<file path="src/rtl/mult_pkg.sv">
// Shared types and constants for the sequential radix-4 Booth multiplier.
package mult_pkg;

  localparam int DEFAULT_WIDTH = 16;

  typedef enum logic [1:0] {
    IDLE = 2'd0,
    BUSY = 2'd1,
    DONE = 2'd2
  } state_t;

  // Magnitude select for one Booth digit: 0, 1*y or 2*y
  localparam logic [1:0] SEL_ZERO = 2'd0;
  localparam logic [1:0] SEL_ONE  = 2'd1;
  localparam logic [1:0] SEL_TWO  = 2'd2;

  localparam logic NEG_ON  = 1'b1;
  localparam logic NEG_OFF = 1'b0;

endpackage

</file>
<file path="src/rtl/booth_digit_sel.sv">
// Modified Booth recoding of one 3-bit multiplier window into a multiple of y.
module booth_digit_sel
  import mult_pkg::*;
#(
  parameter int WIDTH = DEFAULT_WIDTH
) (
  input  logic [2:0]       i_win,
  input  logic [WIDTH-1:0] i_y,
  output logic [WIDTH:0]   o_mag,
  output logic             o_neg
);

  logic [1:0] w_sel;

  always_comb begin
    w_sel = SEL_ZERO;
    o_neg = NEG_OFF;
    unique case (i_win)
      3'b000, 3'b111: begin w_sel = SEL_ZERO; o_neg = NEG_OFF; end
      3'b001, 3'b010: begin w_sel = SEL_ONE;  o_neg = NEG_OFF; end
      3'b011:         begin w_sel = SEL_TWO;  o_neg = NEG_OFF; end
      3'b100:         begin w_sel = SEL_TWO;  o_neg = NEG_ON;  end
      default:        begin w_sel = SEL_ONE;  o_neg = NEG_ON;  end
    endcase
  end

  // WIDTH+1 bits hold both sign-extended y and 2*y without overflow
  always_comb begin
    o_mag = '0;
    case (w_sel)
      SEL_ONE: o_mag = {i_y[WIDTH-1], i_y};
      SEL_TWO: o_mag = {i_y, 1'b0};
      default: o_mag = '0;
    endcase
  end

endmodule

</file>
<file path="src/rtl/booth_mult_seq.sv">
// Iterative radix-4 Booth multiplier: one Booth digit of x retired per cycle.
module booth_mult_seq
  import mult_pkg::*;
#(
  parameter int WIDTH = DEFAULT_WIDTH
) (
  input  logic               clk,
  input  logic               rst,
  input  logic               in_valid,
  output logic               in_ready,
  input  logic [WIDTH-1:0]   x,
  input  logic [WIDTH-1:0]   y,
  output logic               out_valid,
  input  logic               out_ready,
  output logic [2*WIDTH-1:0] p,
  output logic               busy
);

  localparam int DIGITS = WIDTH / 2;
  localparam int CW     = $clog2(DIGITS);

  state_t             r_state;
  logic [CW-1:0]      r_count;
  logic [WIDTH-1:0]   r_x;
  logic [WIDTH-1:0]   r_y;
  logic [2*WIDTH-1:0] r_acc;
  logic [2*WIDTH-1:0] r_p;
  logic               r_in_ready;
  logic               r_out_valid;
  logic               r_busy;

  logic [WIDTH:0]     w_xext;
  logic [2:0]         w_win;
  logic [WIDTH:0]     w_mag;
  logic               w_neg;
  logic [2*WIDTH-1:0] w_mag_ext;
  logic [2*WIDTH-1:0] w_term;
  logic [2*WIDTH-1:0] w_acc_next;

  // x[-1] is the appended zero below the LSB
  assign w_xext = {r_x, 1'b0};
  assign w_win  = w_xext[{r_count, 1'b0} +: 3];

  booth_digit_sel #(.WIDTH(WIDTH)) u_sel (
    .i_win (w_win),
    .i_y   (r_y),
    .o_mag (w_mag),
    .o_neg (w_neg)
  );

  // Negate after sign extension so -2*(-2^(WIDTH-1)) stays exact
  assign w_mag_ext  = {{(WIDTH-1){w_mag[WIDTH]}}, w_mag};
  assign w_term     = w_neg ? (~w_mag_ext + 1'b1) : w_mag_ext;
  assign w_acc_next = r_acc + (w_term << {r_count, 1'b0});

  always_ff @(posedge clk) begin
    if (rst) begin
      r_state     <= IDLE;
      r_count     <= '0;
      r_x         <= '0;
      r_y         <= '0;
      r_acc       <= '0;
      r_p         <= '0;
      r_in_ready  <= 1'b1;
      r_out_valid <= 1'b0;
      r_busy      <= 1'b0;
    end else begin
      unique case (r_state)
        IDLE: begin
          if (in_valid) begin
            r_x        <= x;
            r_y        <= y;
            r_acc      <= '0;
            r_count    <= '0;
            r_state    <= BUSY;
            r_in_ready <= 1'b0;
            r_busy     <= 1'b1;
          end
        end
        BUSY: begin
          r_acc   <= w_acc_next;
          r_count <= r_count + 1'b1;
          if (r_count == CW'(DIGITS - 1)) begin
            r_p         <= w_acc_next;
            r_state     <= DONE;
            r_busy      <= 1'b0;
            r_out_valid <= 1'b1;
          end
        end
        DONE: begin
          if (out_ready) begin
            r_state     <= IDLE;
            r_out_valid <= 1'b0;
            r_in_ready  <= 1'b1;
          end
        end
        default: begin
          r_state     <= IDLE;
          r_in_ready  <= 1'b1;
          r_out_valid <= 1'b0;
          r_busy      <= 1'b0;
        end
      endcase
    end
  end

  assign in_ready  = r_in_ready;
  assign out_valid = r_out_valid;
  assign busy      = r_busy;
  assign p         = r_p;

endmodule

</file>
<file path="config.mk">
export PLATFORM = sky130hd
export DESIGN_NAME = booth_mult_seq
export DESIGN_NICKNAME = d
export VERILOG_FILES = /design/src/rtl/mult_pkg.sv /design/src/rtl/booth_digit_sel.sv /design/src/rtl/booth_mult_seq.sv
export SDC_FILE = /design/constraint.sdc
export NUM_CORES = 1
export LEC_CHECK = 0
export BUFFER_PORTS_ARGS = -buffer_cell sky130_fd_sc_hd__buf_2
export CAP_MARGIN = 30
export CORE_ASPECT_RATIO = 1.1
export CORE_MARGIN = 2
export CORE_UTILIZATION = 45
export CTS_CLUSTER_DIAMETER = 40
export DETAILED_ROUTE_END_ITERATION = 12
export PLACE_DENSITY = 0.6
export SYNTH_ARGS = -nofsm -noshare
export SYNTH_HDL_FRONTEND = slang
export SYNTH_SLANG_ARGS = --single-unit
</file>
<file path="constraint.sdc">
create_clock -name clk -period 9.9 [get_ports clk]
set_input_delay 1.485 -clock clk [delete_from_list [all_inputs] [get_ports clk]]
set_output_delay 1.485 -clock clk [all_outputs]
set_load 0.01 [all_outputs]
</file>
# After elaboration in Yosys (flattened, before gate mapping)
# Index checks and enable logic that the tools add are counted.
# op_classes
n_reduce_logical	13
bitwise_logic	4
addsub	3
n_mux	20
eq_ne	13
shifts	2
# op_table
op	n
2-to-1 mux 32 bit	2
case mux 32 bit (2 select lines)	1
case mux 17 bit (2 select lines)	1
adder 32 x 1 -> 32 bit (second input constant)	1
adder 32 bit	1
NOT 32 bit	1
<< shifter 32 x 4 -> 32 bit	1
indexed part select 17 x 5 -> 3 bit	1
AND reduction 3 bit	4
== test 3 bit (second input constant)	3
case mux 1 bit (3 select lines)	3
== test 3 x 2 -> 1 bit (second input constant)	2
2-to-1 mux 1 bit	6
2-to-1 mux 2 bit	3
inequality test 2 bit (second input constant)	3
case mux 2 bit (3 select lines)	1
case mux 3 bit (2 select lines)	1
AND reduction 2 bit	3
OR reduction 5 bit	1
== test 2 x 1 -> 1 bit (second input constant)	2
== test 2 bit (second input constant)	2
case mux 2 bit (2 select lines)	1
OR reduction 2 bit	2
adder 3 x 1 -> 3 bit (second input constant)	1
6 further kinds	8
# word_totals
out_inout_bits	35
elab_cells	64
reg_bits	104

# Logic depth before layout (Yosys ltp)
# depth
ltp_word	12
depth_mapped	33
mapped_depth_nobuf	28

# Cells and area by module
# A second synthesis with hierarchy kept.
# unflattened
cells_unflattened	989
area_unflattened_um2	7387.1
# modules_own_cells
mod	cells_per_inst	instances	area_each_um2	seq_area_each_um2
booth_mult_seq	959	1	7133.1	2082.0
booth_digit_sel	30	1	254.0	0.0

# Least setup slack after synthesis
# Ideal clock, no wire load.
# synth_path
path_kind	register -> register
start	register r_count[1]
end	register r_acc[31]
setup_time_ps	74
required_time_ps	9826
arrival_ps	6333
path_stages_with_launch	31
setup_slack_ps	3493
path_cell_list	dfxtp_1 > buf_6 > mux4_2 > o21ai_0 > inv_1 > ha_1 > o21bai_1 > and2_1 > buf_6 > clkbuf_1 > a22oi_1 > ha_1 > nand2_1 > a31oi_1 > nand4_1 > o21ai_2 > nor2_1 > a221o_1 > mux2_2 > mux2_2 > ha_1 > nand2_1 > o21ai_0 > a41o_1 > nor3_1 > a21oi_1 > a211oi_1 > or3_1 > xnor2_1 > or3_1 > a31oi_1
# synth_via
elab_chain_cells	12
elab_cells_between_ends	20
classes_between	add/sub: 2; eq/ne: 7; shift: 2; mux: 4; bitwise: 1; reduce/logical: 4
# synth_rtl
element	line	rtl
from (decl)	booth_mult_seq.sv:23	logic [CW-1:0] r_count;
from (signal assigned)	booth_mult_seq.sv:82	r_count <= r_count + 1'b1;
indexed part select 17 x 5 -> 3 bit	booth_mult_seq.sv:42	assign w_win = w_xext[{r_count, 1'b0} +: 3];
== test 3 x 2 -> 1 bit, or another cell as far along	booth_digit_sel.sv:18	unique case (i_win)
OR reduction 2 bit (on tied branches)	--	
case mux 2 bit (2 select lines)	booth_digit_sel.sv:18	
== test 2 bit or == test 2 x 1 -> 1 bit (tied branches)	booth_digit_sel.sv:30	case (w_sel)
case mux 17 bit (2 select lines)	booth_digit_sel.sv:30	
NOT 32 bit	booth_mult_seq.sv:53	assign w_term = w_neg ? (~w_mag_ext + 1'b1) : w_mag_ext;
adder 32 x 1 -> 32 bit	booth_mult_seq.sv:53	
2-to-1 mux 32 bit	booth_mult_seq.sv:53	
<< shifter 32 x 4 -> 32 bit (*)	booth_mult_seq.sv:54	assign w_acc_next = r_acc + (w_term << {r_count, 1'b0});
adder 32 bit (*)	booth_mult_seq.sv:54	
case mux 32 bit (2 select lines) (*)	booth_mult_seq.sv:68	unique case (r_state)
to (signal assigned)	booth_mult_seq.sv:81	r_acc <= w_acc_next;
to (decl)	booth_mult_seq.sv:26	logic [2*WIDTH-1:0] r_acc;
# Every way passes the cells marked *; elsewhere a longest branch is shown, timed or not.
# A chain may end at the register's enable or synchronous reset.

# Worst setup path in the final report
# layout_path
start	register r_count[0]
end	register r_p[24] (netlist: p[24])
# layout_via
elab_chain_cells	11
elab_cells_between_ends	21
classes_between	add/sub: 2; eq/ne: 8; shift: 2; mux: 3; bitwise: 1; reduce/logical: 5
# layout_rtl
element	line	rtl
indexed part select 17 x 5 -> 3 bit	booth_mult_seq.sv:42	
== test 3 x 2 -> 1 bit, or another cell as far along	booth_digit_sel.sv:18	
OR reduction 2 bit (on tied branches)	--	
case mux 2 bit (2 select lines)	booth_digit_sel.sv:18	
== test 2 bit or == test 2 x 1 -> 1 bit (tied branches)	booth_digit_sel.sv:30	
case mux 17 bit (2 select lines)	booth_digit_sel.sv:30	
NOT 32 bit	booth_mult_seq.sv:53	
adder 32 x 1 -> 32 bit	booth_mult_seq.sv:53	
2-to-1 mux 32 bit	booth_mult_seq.sv:53	
<< shifter 32 x 4 -> 32 bit	booth_mult_seq.sv:54	
adder 32 bit	booth_mult_seq.sv:54	
to (signal assigned)	booth_mult_seq.sv:84	r_p <= w_acc_next;
to (decl)	booth_mult_seq.sv:27	logic [2*WIDTH-1:0] r_p;
# Several ways; a longest one is shown, not always the timed one.

==> impl_metrics.tcl <==
set metrics [dict create \
    layout_setup_ws_ns 2.254 \
    insertion_delay_ns 0.36 \
    synth.cell_area_um2 7262 \
    synth_area_leader_cell "dfxtp_1" \
    setup_tns_ns 0 \
    synth_xor_xnor_area_share 0.04893 \
    irDropWorstVdd_v 0.00008443 \
    synth_ff_type "dfxtp_1" \
    synth_most_common_cell "nand2_1" \
    hold_viol 0 \
    synth_top_family_by_area "compound AO/OA/AOI/OAI gates" \
    grt_overflow_total 0 \
    critPathSlowestCell "mux4_2" \
    cts_tree "built" \
    grt_pass1_wl_um 32060 \
    synth_top_cell_area_share 0.2867 \
    path_delay_family "compound AO/OA/AOI/OAI gates" \
    dpl.hpwl_um 13840 \
    coreArea_um2 15740 \
    cts_root_buffer "clkbuf_16" \
    post_cts_resized 0 \
    antenna_found_initial 0 \
    cts_sinks 104 \
    area_growth_pct 8.959 \
    cts_buffer_depth 2 \
    rows 48 \
    place.gp.congestion 0.8953 \
    crit_top_cell "o21ai_0" \
    initial_core_util 0.4615 \
    grt_pass1_vias 6478 \
    maxSlewViolCount 0 \
    grt_max_degree 59 \
    seq_power_share 0.373 \
    die_y_um 137.2 \
    synth_nets 1054 \
    power_frac_clock 0.288 \
    ys_top_cells_by_count "196 x nand2_1, 136 x a21oi_1, 104 x dfxtp_1" \
    period_needed_ns 7.646 \
    viasPerCell 5.750 \
    cp-end-kind "flip-flop" \
    max_slew.worst_pin.slew_ns 0.9518 \
    synth_seq_cells 104 \
    leakage_nw 3.347 \
    outcome "finished clean" \
    rsz0062_at_grt "false" \
    firstDrtPassIters 5 \
    drcViolationCount 0 \
    wl_per_cell_um 15.88 \
    synth_compound_area_frac 0.2503 \
    worstPathRequired_ns 10.19 \
    hp-class "reg -> reg" \
    relSlewSlack 0.3655 \
    die_w_um 125.1 \
    netlist_instances 979 \
    cpPeakStageDelay_ns 0.55 \
    netlist_top_cells_area "dfxtp_1 29%, nand2_1 10%, a21oi_1 9.4%" \
    wl_um 19200 \
    cts_made_buffers 9 \
    ys_async_sr_fraction 0 \
    p_int_uw 762.8 \
    h-tree-depth 3 \
    synth_fa_ha_area_frac 0.06823 \
    final.period_utilization 0.7723 \
    comb_power_share 0.339 \
    syn_avg_cell_area_um2 7.418 \
    yosysUniqueCellTypes 73 \
    cp_data_arrival_time_ns 7.94 \
    setup_viol 0 \
    switching_power_uw 455.0 \
    path_clk_slew_ns 0.08 \
    path_buf_inv 2 \
    power.density_nw_per_um2 153.9 \
    yosys_warnings 0 \
    netSwitchingFraction 0.3736 \
    post_cts_buffers 0 \
    drive_gt1_frac 0.1189 \
    fmax_ghz 0.1308 \
    ys_seq_area_frac 0.2867 \
    antenna_cells 0 \
    nNetsFinal 1079 \
    track_usage 0.2264 \
    die-area_um2 17170 \
    critical_path_class "reg -> reg" \
    startpoint_type "flip-flop" \
    dr.first_iter.drc_count 485 \
    place.port_buffers 70 \
    synthMuxAreaShare 0.05858 \
    place_ws_ns 2.414 \
    detail-route-antenna-nets 0 \
    cp_max_fo 36 \
    cap_violations 0 \
    finalClockSkew_ns 0.007791 \
    synth_edf_count 0 \
    route.vias.total 6952 \
    io_pins 71 \
    synth-simple-area-share 0.2362 \
    cts_hold_buf 0 \
]
layer usage:
layer  global-route usage  up-vias  wire length (um)
met1               0.3102     3290              9330
li1                     -     3524                 -
met5                    0        -                 0
met3              0.02175       12               624
met2               0.3810      126              9028
met4              0.06914        0               218
cells by family after synthesis:
group,Yosys count
buffers and inverters,81
AOI/OAI and AO/OA,289
adders and majority gates,39
and+or+nand+nor,389
muxes,38
xor gates and xnor gates,39
DFF,104
final cells by class:
| class | instances | area, um2 |
|---|---|---|
| clock inverters | 6 | 50.05 |
| fillers | 1640 | 7823 |
| clock buffers | 10 | 229.0 |
| inverters | 15 | 56.30 |
| well taps | 200 | 250.2 |
| repair buffers | 80 | 427.9 |
| flip-flops and latches | 104 | 2082 |
| multi-input cells | 794 | 4817 |
power groups by stage:
| stage | sequential, mW | clock, mW | combinational, mW |
|---|---|---|---|
| finish | 0.454 | 0.351 | 0.412 |
| global route | 0.457 | 0.374 | 0.461 |
| CTS | 0.454 | 0.360 | 0.410 |
| detailed placement | 0.464 | 0 | 0.408 |
| global placement | 0.464 | 0 | 0.410 |
| floorplan | 0.458 | 0 | 0.324 |
registers in the layout, summed over array words and instances, names as in the netlist, 2 cells and up:
| signal | flops |
|---|---|
| r_count | 3 |
| p | 32 |
| r_state | 2 |
| r_y | 16 |
| r_x | 16 |
| r_acc | 32 |
worst paths after layout:
path,start,end,slack (ns),cells past startpoint
hold / removal,p[9],p[9],0.45,2
hold reg to reg,p[9],p[9],0.45,2
setup reg to reg,r_count[0],p[24],2.25,29
setup / recovery,r_count[0],p[24],2.25,29
metrics by stage:
step                power (mW)    util  std cells  cell area [um2]  hold slack, ns
floorplan               0.7817       -        979             7262          0.4331
global placement        0.8737  0.4851       1193             7634          0.4421
detailed placement      0.8719  0.4851       1193             7634          0.4471
CTS                      1.225  0.5029       1209             7913          0.4566
global route             1.292  0.5029       1209             7913          0.4710
finish                   1.218  0.5029       1209             7913          0.4532
tightest hold or removal path, cell delays in order (launching register included):
cell     delay (ns)
dfxtp_1        0.31
nand2_1        0.05
a21oi_1        0.05
cell usage in the layout, fill, tap and decap left out, types with 4 or more instances in the layout:
| cell type | count |
|---|---|
| a21oi_1 | 136 |
| nand4_1 | 7 |
| nand2b_1 | 13 |
| o21bai_1 | 6 |
| nor2b_1 | 4 |
| ha_1 | 38 |
| o22ai_1 | 5 |
| a31oi_1 | 15 |
| a21o_1 | 14 |
| nor3_1 | 17 |
| inv_1 | 14 |
| o21ai_0 | 30 |
| xor2_1 | 12 |
| a21boi_0 | 5 |
| o31ai_1 | 5 |
| dfxtp_1 | 104 |
| or2_2 | 4 |
| o21a_1 | 11 |
| a221o_1 | 5 |
| o211ai_1 | 9 |
| nand2_1 | 196 |
| and3_1 | 4 |
| and2_1 | 10 |
| mux2i_1 | 29 |
| nand3_1 | 44 |
| mux2_2 | 6 |
| xnor2_1 | 26 |
| a211oi_1 | 10 |
| nor2_1 | 66 |
| or3_1 | 9 |
| a221oi_1 | 4 |
| buf_2 | 69 |
| clkbuf_16 | 9 |
| a22oi_1 | 6 |
| buf_4 | 11 |
No activity file was read; power rests on OpenSTA's default activity.
